==> src/rtl/twiddle_seq.sv <==
//------------------------------------------------------------------------------
// Module   : twiddle_seq
// Purpose  : Address sequencer for the twiddle ROM of a mixed-radix FFT/DFT
//            stage. For N = P x Q, it emits (stride*p*q) mod N with p as the
//            outer index and q as the inner index. The pattern repeats for
//            num_blk blocks, with ready/valid backpressure. tw_vld is aligned
//            with the ROM read latency TW_LAT (0 or 1).
// Options  : define TWSEQ_INVERSE_EN to add the inv port. When inv is set,
//            the sequencer emits conjugate addresses (N - acc) mod N.
// Revision : 1.0 - initial release
//------------------------------------------------------------------------------
`default_nettype none

module twiddle_seq #(
   parameter int N      = 24,
   parameter int P      = 4,
   parameter int Q      = 6,
   parameter int AW     = 11,
   parameter int TW_LAT = 0
) (
   input  logic          clk,
   input  logic          rst,
   input  logic          start,
   input  logic [AW-1:0] stride,
   input  logic [7:0]    num_blk,
   input  logic          out_ready,
`ifdef TWSEQ_INVERSE_EN
   input  logic          inv,
`endif
   output logic [AW-1:0] addr,
   output logic          addr_vld,
   output logic          last,
   output logic          tw_vld,
   output logic          busy,
   output logic          done
);

   // Counter widths. These are kept at least one bit wide so that
   // degenerate shapes with P = 1 or Q = 1 still elaborate.
   localparam int PW = (P > 1) ? $clog2(P) : 1;
   localparam int QW = (Q > 1) ? $clog2(Q) : 1;

   localparam logic [PW-1:0] P_LAST = PW'(P - 1);
   localparam logic [QW-1:0] Q_LAST = QW'(Q - 1);
   localparam logic [AW:0]   N_EXT  = (AW + 1)'(N);
   localparam logic [AW-1:0] N_AW   = AW'(N);

   localparam logic [1:0] S_IDLE = 2'd0;
   localparam logic [1:0] S_RUN  = 2'd1;
   localparam logic [1:0] S_DONE = 2'd2;

   // Modular add for two operands that are both already below N.
   // A single conditional subtract is enough, so no divider or
   // multiplier is needed.
   function automatic logic [AW-1:0] mod_add(input logic [AW-1:0] a,
                                             input logic [AW-1:0] b);
      logic [AW:0] sum;
      sum = {1'b0, a} + {1'b0, b};
      if (sum >= N_EXT) begin
         sum = sum - N_EXT;
      end
      return sum[AW-1:0];
   endfunction

   logic [1:0]    state_q,  state_d;
   logic [AW-1:0] stride_q, stride_d;
   logic [7:0]    nblk_q,   nblk_d;
   logic [PW-1:0] p_q,      p_d;
   logic [QW-1:0] q_q,      q_d;
   logic [7:0]    blk_q,    blk_d;
   logic [AW-1:0] rs_q,     rs_d;     // row step = stride*p mod N
   logic [AW-1:0] acc_q,    acc_d;    // running address = rs*q mod N
`ifdef TWSEQ_INVERSE_EN
   logic          inv_q,    inv_d;
`endif

   logic          w_xfer;
   logic          w_last;
   logic [AW-1:0] w_addr_run;
   logic [AW-1:0] w_acc_next;
   logic [AW-1:0] w_rs_next;

   assign w_xfer     = (state_q == S_RUN) && out_ready;
   assign w_last     = (p_q == P_LAST) && (q_q == Q_LAST) &&
                       (blk_q == (nblk_q - 8'd1));
   assign w_acc_next = mod_add(acc_q, rs_q);
   assign w_rs_next  = mod_add(rs_q, stride_q);

`ifdef TWSEQ_INVERSE_EN
   // Conjugate twiddle: (N - acc) mod N. acc = 0 stays 0.
   assign w_addr_run = (inv_q && (acc_q != '0)) ? (N_AW - acc_q) : acc_q;
`else
   assign w_addr_run = acc_q;
`endif

   // FSM state register; reset aborts any run without a done pulse
   always_ff @(posedge clk or posedge rst) begin
      if (rst) begin
         state_q <= S_IDLE;
      end else begin
         state_q <= state_d;
      end
   end

   // FSM next state: start only counts in IDLE, DONE always lasts one cycle
   always_comb begin
      state_d = state_q;
      case (state_q)
         S_IDLE:  if (start)            state_d = S_RUN;
         S_RUN:   if (w_xfer && w_last) state_d = S_DONE;
         S_DONE:                        state_d = S_IDLE;
         default:                       state_d = S_IDLE;
      endcase
   end

   // FSM outputs: address and flags are only driven while running
   always_comb begin
      addr     = '0;
      addr_vld = 1'b0;
      last     = 1'b0;
      busy     = 1'b0;
      done     = 1'b0;
      case (state_q)
         S_RUN: begin
            addr     = w_addr_run;
            addr_vld = 1'b1;
            last     = w_last;
            busy     = 1'b1;
         end
         S_DONE:  done = 1'b1;
         default: ;
      endcase
   end

   // Datapath next state: latch config at start, step the counters on transfers
   always_comb begin
      stride_d = stride_q;
      nblk_d   = nblk_q;
      p_d      = p_q;
      q_d      = q_q;
      blk_d    = blk_q;
      rs_d     = rs_q;
      acc_d    = acc_q;
`ifdef TWSEQ_INVERSE_EN
      inv_d    = inv_q;
`endif
      if ((state_q == S_IDLE) && start) begin
         stride_d = stride;
         nblk_d   = (num_blk == 8'd0) ? 8'd1 : num_blk;
`ifdef TWSEQ_INVERSE_EN
         inv_d    = inv;
`endif
         p_d      = '0;
         q_d      = '0;
         blk_d    = '0;
         rs_d     = '0;
         acc_d    = '0;
      end else if (w_xfer) begin
         if (q_q != Q_LAST) begin
            q_d   = q_q + QW'(1);
            acc_d = w_acc_next;
         end else begin
            q_d   = '0;
            acc_d = '0;
            if (p_q != P_LAST) begin
               p_d  = p_q + PW'(1);
               rs_d = w_rs_next;
            end else begin
               p_d   = '0;
               rs_d  = '0;
               blk_d = blk_q + 8'd1;
            end
         end
      end
   end

   // Datapath registers; everything holds during a stall (no transfer)
   always_ff @(posedge clk or posedge rst) begin
      if (rst) begin
         stride_q <= '0;
         nblk_q   <= '0;
         p_q      <= '0;
         q_q      <= '0;
         blk_q    <= '0;
         rs_q     <= '0;
         acc_q    <= '0;
`ifdef TWSEQ_INVERSE_EN
         inv_q    <= 1'b0;
`endif
      end else begin
         stride_q <= stride_d;
         nblk_q   <= nblk_d;
         p_q      <= p_d;
         q_q      <= q_d;
         blk_q    <= blk_d;
         rs_q     <= rs_d;
         acc_q    <= acc_d;
`ifdef TWSEQ_INVERSE_EN
         inv_q    <= inv_d;
`endif
      end
   end

   // tw_vld follows accepted addresses, delayed to match ROM read latency
   generate
      if (TW_LAT == 0) begin : g_lat0
         assign tw_vld = w_xfer;
      end else begin : g_lat1
         logic tw_vld_q;
         // One-cycle copy of the transfer strobe for a registered ROM output
         always_ff @(posedge clk or posedge rst) begin
            if (rst) begin
               tw_vld_q <= 1'b0;
            end else begin
               tw_vld_q <= w_xfer;
            end
         end
         assign tw_vld = tw_vld_q;
      end
   endgenerate

endmodule

`default_nettype wire

==> config.mk <==
export PLATFORM = sky130hd
export DESIGN_NAME = twiddle_seq
export DESIGN_NICKNAME = d
export VERILOG_FILES = /design/src/rtl/twiddle_seq.sv
export SDC_FILE = /design/constraint.sdc
export NUM_CORES = 1
export LEC_CHECK = 0
export CAP_MARGIN = 30
export CORE_UTILIZATION = 40
export CTS_BUF_LIST = sky130_fd_sc_hd__clkbuf_16
export CTS_CLUSTER_DIAMETER = 50
export DETAILED_ROUTE_END_ITERATION = 10
export HOLD_SLACK_MARGIN = 0.02
export RECOVER_POWER = 50
export SETUP_SLACK_MARGIN = 0.1
export SLEW_MARGIN = 30
export SYNTH_ARGS = -nofsm -noshare
export SYNTH_HDL_FRONTEND = slang
export SYNTH_SLANG_ARGS = --single-unit
==> constraint.sdc <==
create_clock -name clk -period 3.66 [get_ports clk]
set_clock_uncertainty 0.2 [all_clocks]
set_input_delay 0.366 -clock clk [delete_from_list [all_inputs] [get_ports clk]]
set_output_delay 0.366 -clock clk [all_outputs]
set_load 0.05 [all_outputs]
==> summary.md <==
| Metric | Value |
|---|---|
| Prevailing post-synth register cell | dfrtp_1 |
| Syn Nets | 493 |
| R2r worst-path depth | 9 |
| CP endpoint kind | flip-flop |
| First-pass GRT wire length | 16.2 mm |
| Crit Path Max Fanout | 7 |
| DRT iter0 DRCs | 110 |
| Power Density | 1040 nW/µm² |
| Total iterations of the first detailed-routing run | 5 |
| R2R Setup Slk | 410 ps |
| Worst setup path startpoint | rs_q[0] |
| Yosys cell types | 68 |
| Setup CP Type | reg -> reg |
| Die area | 10,700 µm² |
| Post-route ant nets | 0 |
| Avg Cell Area, Syn | 9.33 µm² |
| Layout cell share with drive strength beyond 1 | 9.01% |
| Via Count | 3,468 |
| Initial Utilization | 41.7% |
| Largest net degree at the start of global routing | 31 |
| CTS Buffer Depth | 2 |
| Commonest non-fill, non-tap cell in the layout | dfrtp_1 |
| Worst hold slack | 312 ps |
| Leak | 2.02 nW |
| Period utilization | 88.8% |
| Fmax | 308 MHz |
| Core ar. | 9860 µm² |
| Status | completed |
| Initial antenna violation count | 0 |
| Post-synth ARST share | 100% |
| Post-CTS Setup Repair Bufs | 0 |
| Internal power component | 0.00251 W |
| Final hold vios | 0 |
| Die W | 103 µm |
| WP data required | 3640 ps |
| Largest cells by area after synthesis | dfrtp_1 34%, ha_1 8.2%, mux2_2 5.2% |
| Combinational fraction of design power | 67.2% |
| Net Sw Power | 0.00249 W |
| Post-Syn Area | 4120 µm² |
| Final Critical Period | 3250 ps |
| Seq cells post-synth | 56 |
| Setup_tns | 0 ps |
| Slew margin rel. | 26.9% |
| Max Slew Vio Count | 0 |
| Sw Share | 49.7% |
| Worst-margin pin slew | 1090 ps |
| Final setup viols | 0 |
| Nets | 528 |
| CTS Root Cell | clkbuf_16 |
| Sequential-to-total area share from yosys stat | 34.1% |
| RSZ-0062 raised after global routing | no |
| CTS clk-pin slew, worst paths | 80 ps |
| Clock network power share | 10.2% |
| DRT Wirelength | 9.61 mm |
| Worst-Skew Late Latency | 300 ps |
| Io pins | 39 |
| Vias per cell | 5.69 |
| End of the worst register-to-register path | acc_q[9] |
| Row count | 36 |
| Most frequent cells in the layout | 56 x dfrtp_1, 35 x clkdlybuf4s50_1, 33 x nand2_1 |
| Syn Inst Count | 441 |
| Max Cap Viol | 0 |
| Arrival @ worst endpoint | 3230 ps |
| CTS tree | done |
| Grt ovf | 0 |
| Clock buffer count from CTS | 5 |
| VDD IR max | 0.000522 V |
| Filler cells | 911 |
| Vias in the first global route | 3,288 |
| GPL Wtd Cong | 0.907 |
| H-tree levels | 2 |
| R2R Path Start | rs_q[0] |
| DR WL/cell | 15.7 µm |
| Synth Warn # | 0 |
| P&R area growth vs syn | 16.5% |
| Total Power | 0.00500 W |
| Top-area cell type share of the netlist area | 34.1% |
| DIE HEIGHT | 103 µm |
| Num Clock Sinks | 56 |
| Post-synth EDFFs | 0 |
| Post-route DRC violation count | 0 |
| Number of port buffers | 38 |
| Startpoint Class | flip-flop |
| Top cell type by total area after synthesis | dfrtp_1 |
| Setup crit end | acc_q[9] |
| Sequential share of power | 22.6% |
| GRT Util Overall | 19.7% |
| DPL Wire Length | 7.56 mm |
| Hold Crit Class | reg -> reg |
| Diode count | 0 |
==> power by group through the flow <==
stage | registers [W] | logic, W | clock network [W]
after floorplan | 0.00103 | 0.00268 | 0
after global placement | 0.00113 | 0.00327 | 0
after detailed placement | 0.00114 | 0.00333 | 0
after CTS | 0.00113 | 0.00335 | 0.000524
after global routing | 0.00117 | 0.00375 | 0.000558
final | 0.00113 | 0.00336 | 0.000508
==> area by class of cell <==
type                    count  area (µm²)  share of cell area (%)
flip-flops and latches     56        1400                    29.2
well taps                 133         166                    3.47
repair buffers             42         408                    8.51
clock buffers               5         125                    2.61
multi-input cells         353        2590                    54.1
inverters                  18        67.6                    1.41
clock inverters             3        33.8                   0.705
==> logic make-up after synthesis <==
| group | after synthesis | synth area share, % |
|---|---|---|
| compound gates | 117 | 21.0 |
| xor+xnor | 32 | 6.81 |
| fa+ha+maj | 29 | 9.18 |
| buf+inv | 32 | 3.07 |
| flops | 56 | 34.1 |
| mux | 21 | 5.69 |
| simple gates | 154 | 20.2 |
==> registers in the layout, indices dropped and copies added (netlist names) <==
register,cells
rs_q,11
blk_q,8
state_q,2
stride_q,11
p_q,2
q_q,3
acc_q,11
nblk_q,8
==> cell usage after synthesis (4+ instances only) <==
| cell | instances |
|---|---|
| and2_1 | 15 |
| a32o_1 | 5 |
| nand4_1 | 7 |
| nor4_1 | 4 |
| o211ai_1 | 8 |
| a211oi_1 | 4 |
| a31oi_1 | 5 |
| a22o_1 | 5 |
| mux2_2 | 19 |
| xnor2_1 | 14 |
| clkbuf_1 | 9 |
| nor3_1 | 12 |
| o21ai_0 | 22 |
| a211o_1 | 5 |
| a21oi_1 | 19 |
| ha_1 | 27 |
| dfrtp_1 | 56 |
| xor2_1 | 18 |
| nor2_1 | 31 |
| nand3_1 | 14 |
| o21ai_1 | 4 |
| and3_1 | 5 |
| inv_1 | 18 |
| nand2_1 | 33 |
==> worst max-delay path, stage by stage, from the launching register on <==
cell      delay (ps)
dfrtp_1          420
ha_1             260
fa_1             400
a21oi_1          360
o21a_1           180
o311ai_0         180
a211o_1          400
nor4_4           400
and2b_1          230
o211ai_1         100
==> worst min path at each step <==
stage	from	to	slack, ps	cells after the start
after floorplan	p_q[1]	p_q[1]	250	2
after global placement	p_q[1]	p_q[1]	270	2
after detailed placement	stride_q[7]	stride_q[7]	300	1
after CTS	rst	nblk_q[4]	270	2
after global routing	stride_q[6]	stride_q[6]	330	1
final	stride_q[0]	stride_q[0]	310	1
==> metrics by stage <==
step	util, %	setup WS, ps	std cells	area (µm²)
3_5_place_dp	47.1	457	602	4640
2_1_floorplan	-	732	441	4120
3_3_place_gp	47.0	520	602	4640
4_1_cts	48.7	177	610	4800
6_report	48.6	411	610	4790
5_1_grt	48.6	148	610	4790
==> per-layer routing <==
metal,vias to the layer above,global-route usage (%),part of all wire [%]
met5,-,0,0
met1,1652,27.7,50
met4,0,5.09,1.1
li1,1729,-,-
met2,76,32.4,45
met3,11,2.22,3.3
==> repair_timing <==
| action | in CTS | in global routing |
|---|---|---|
| hold buffers | 0 | 0 |
| resized for setup | 0 | 1 |
| endpoints found under the setup margin | 0 | 1 |
(Power assumes the default switching activity.)
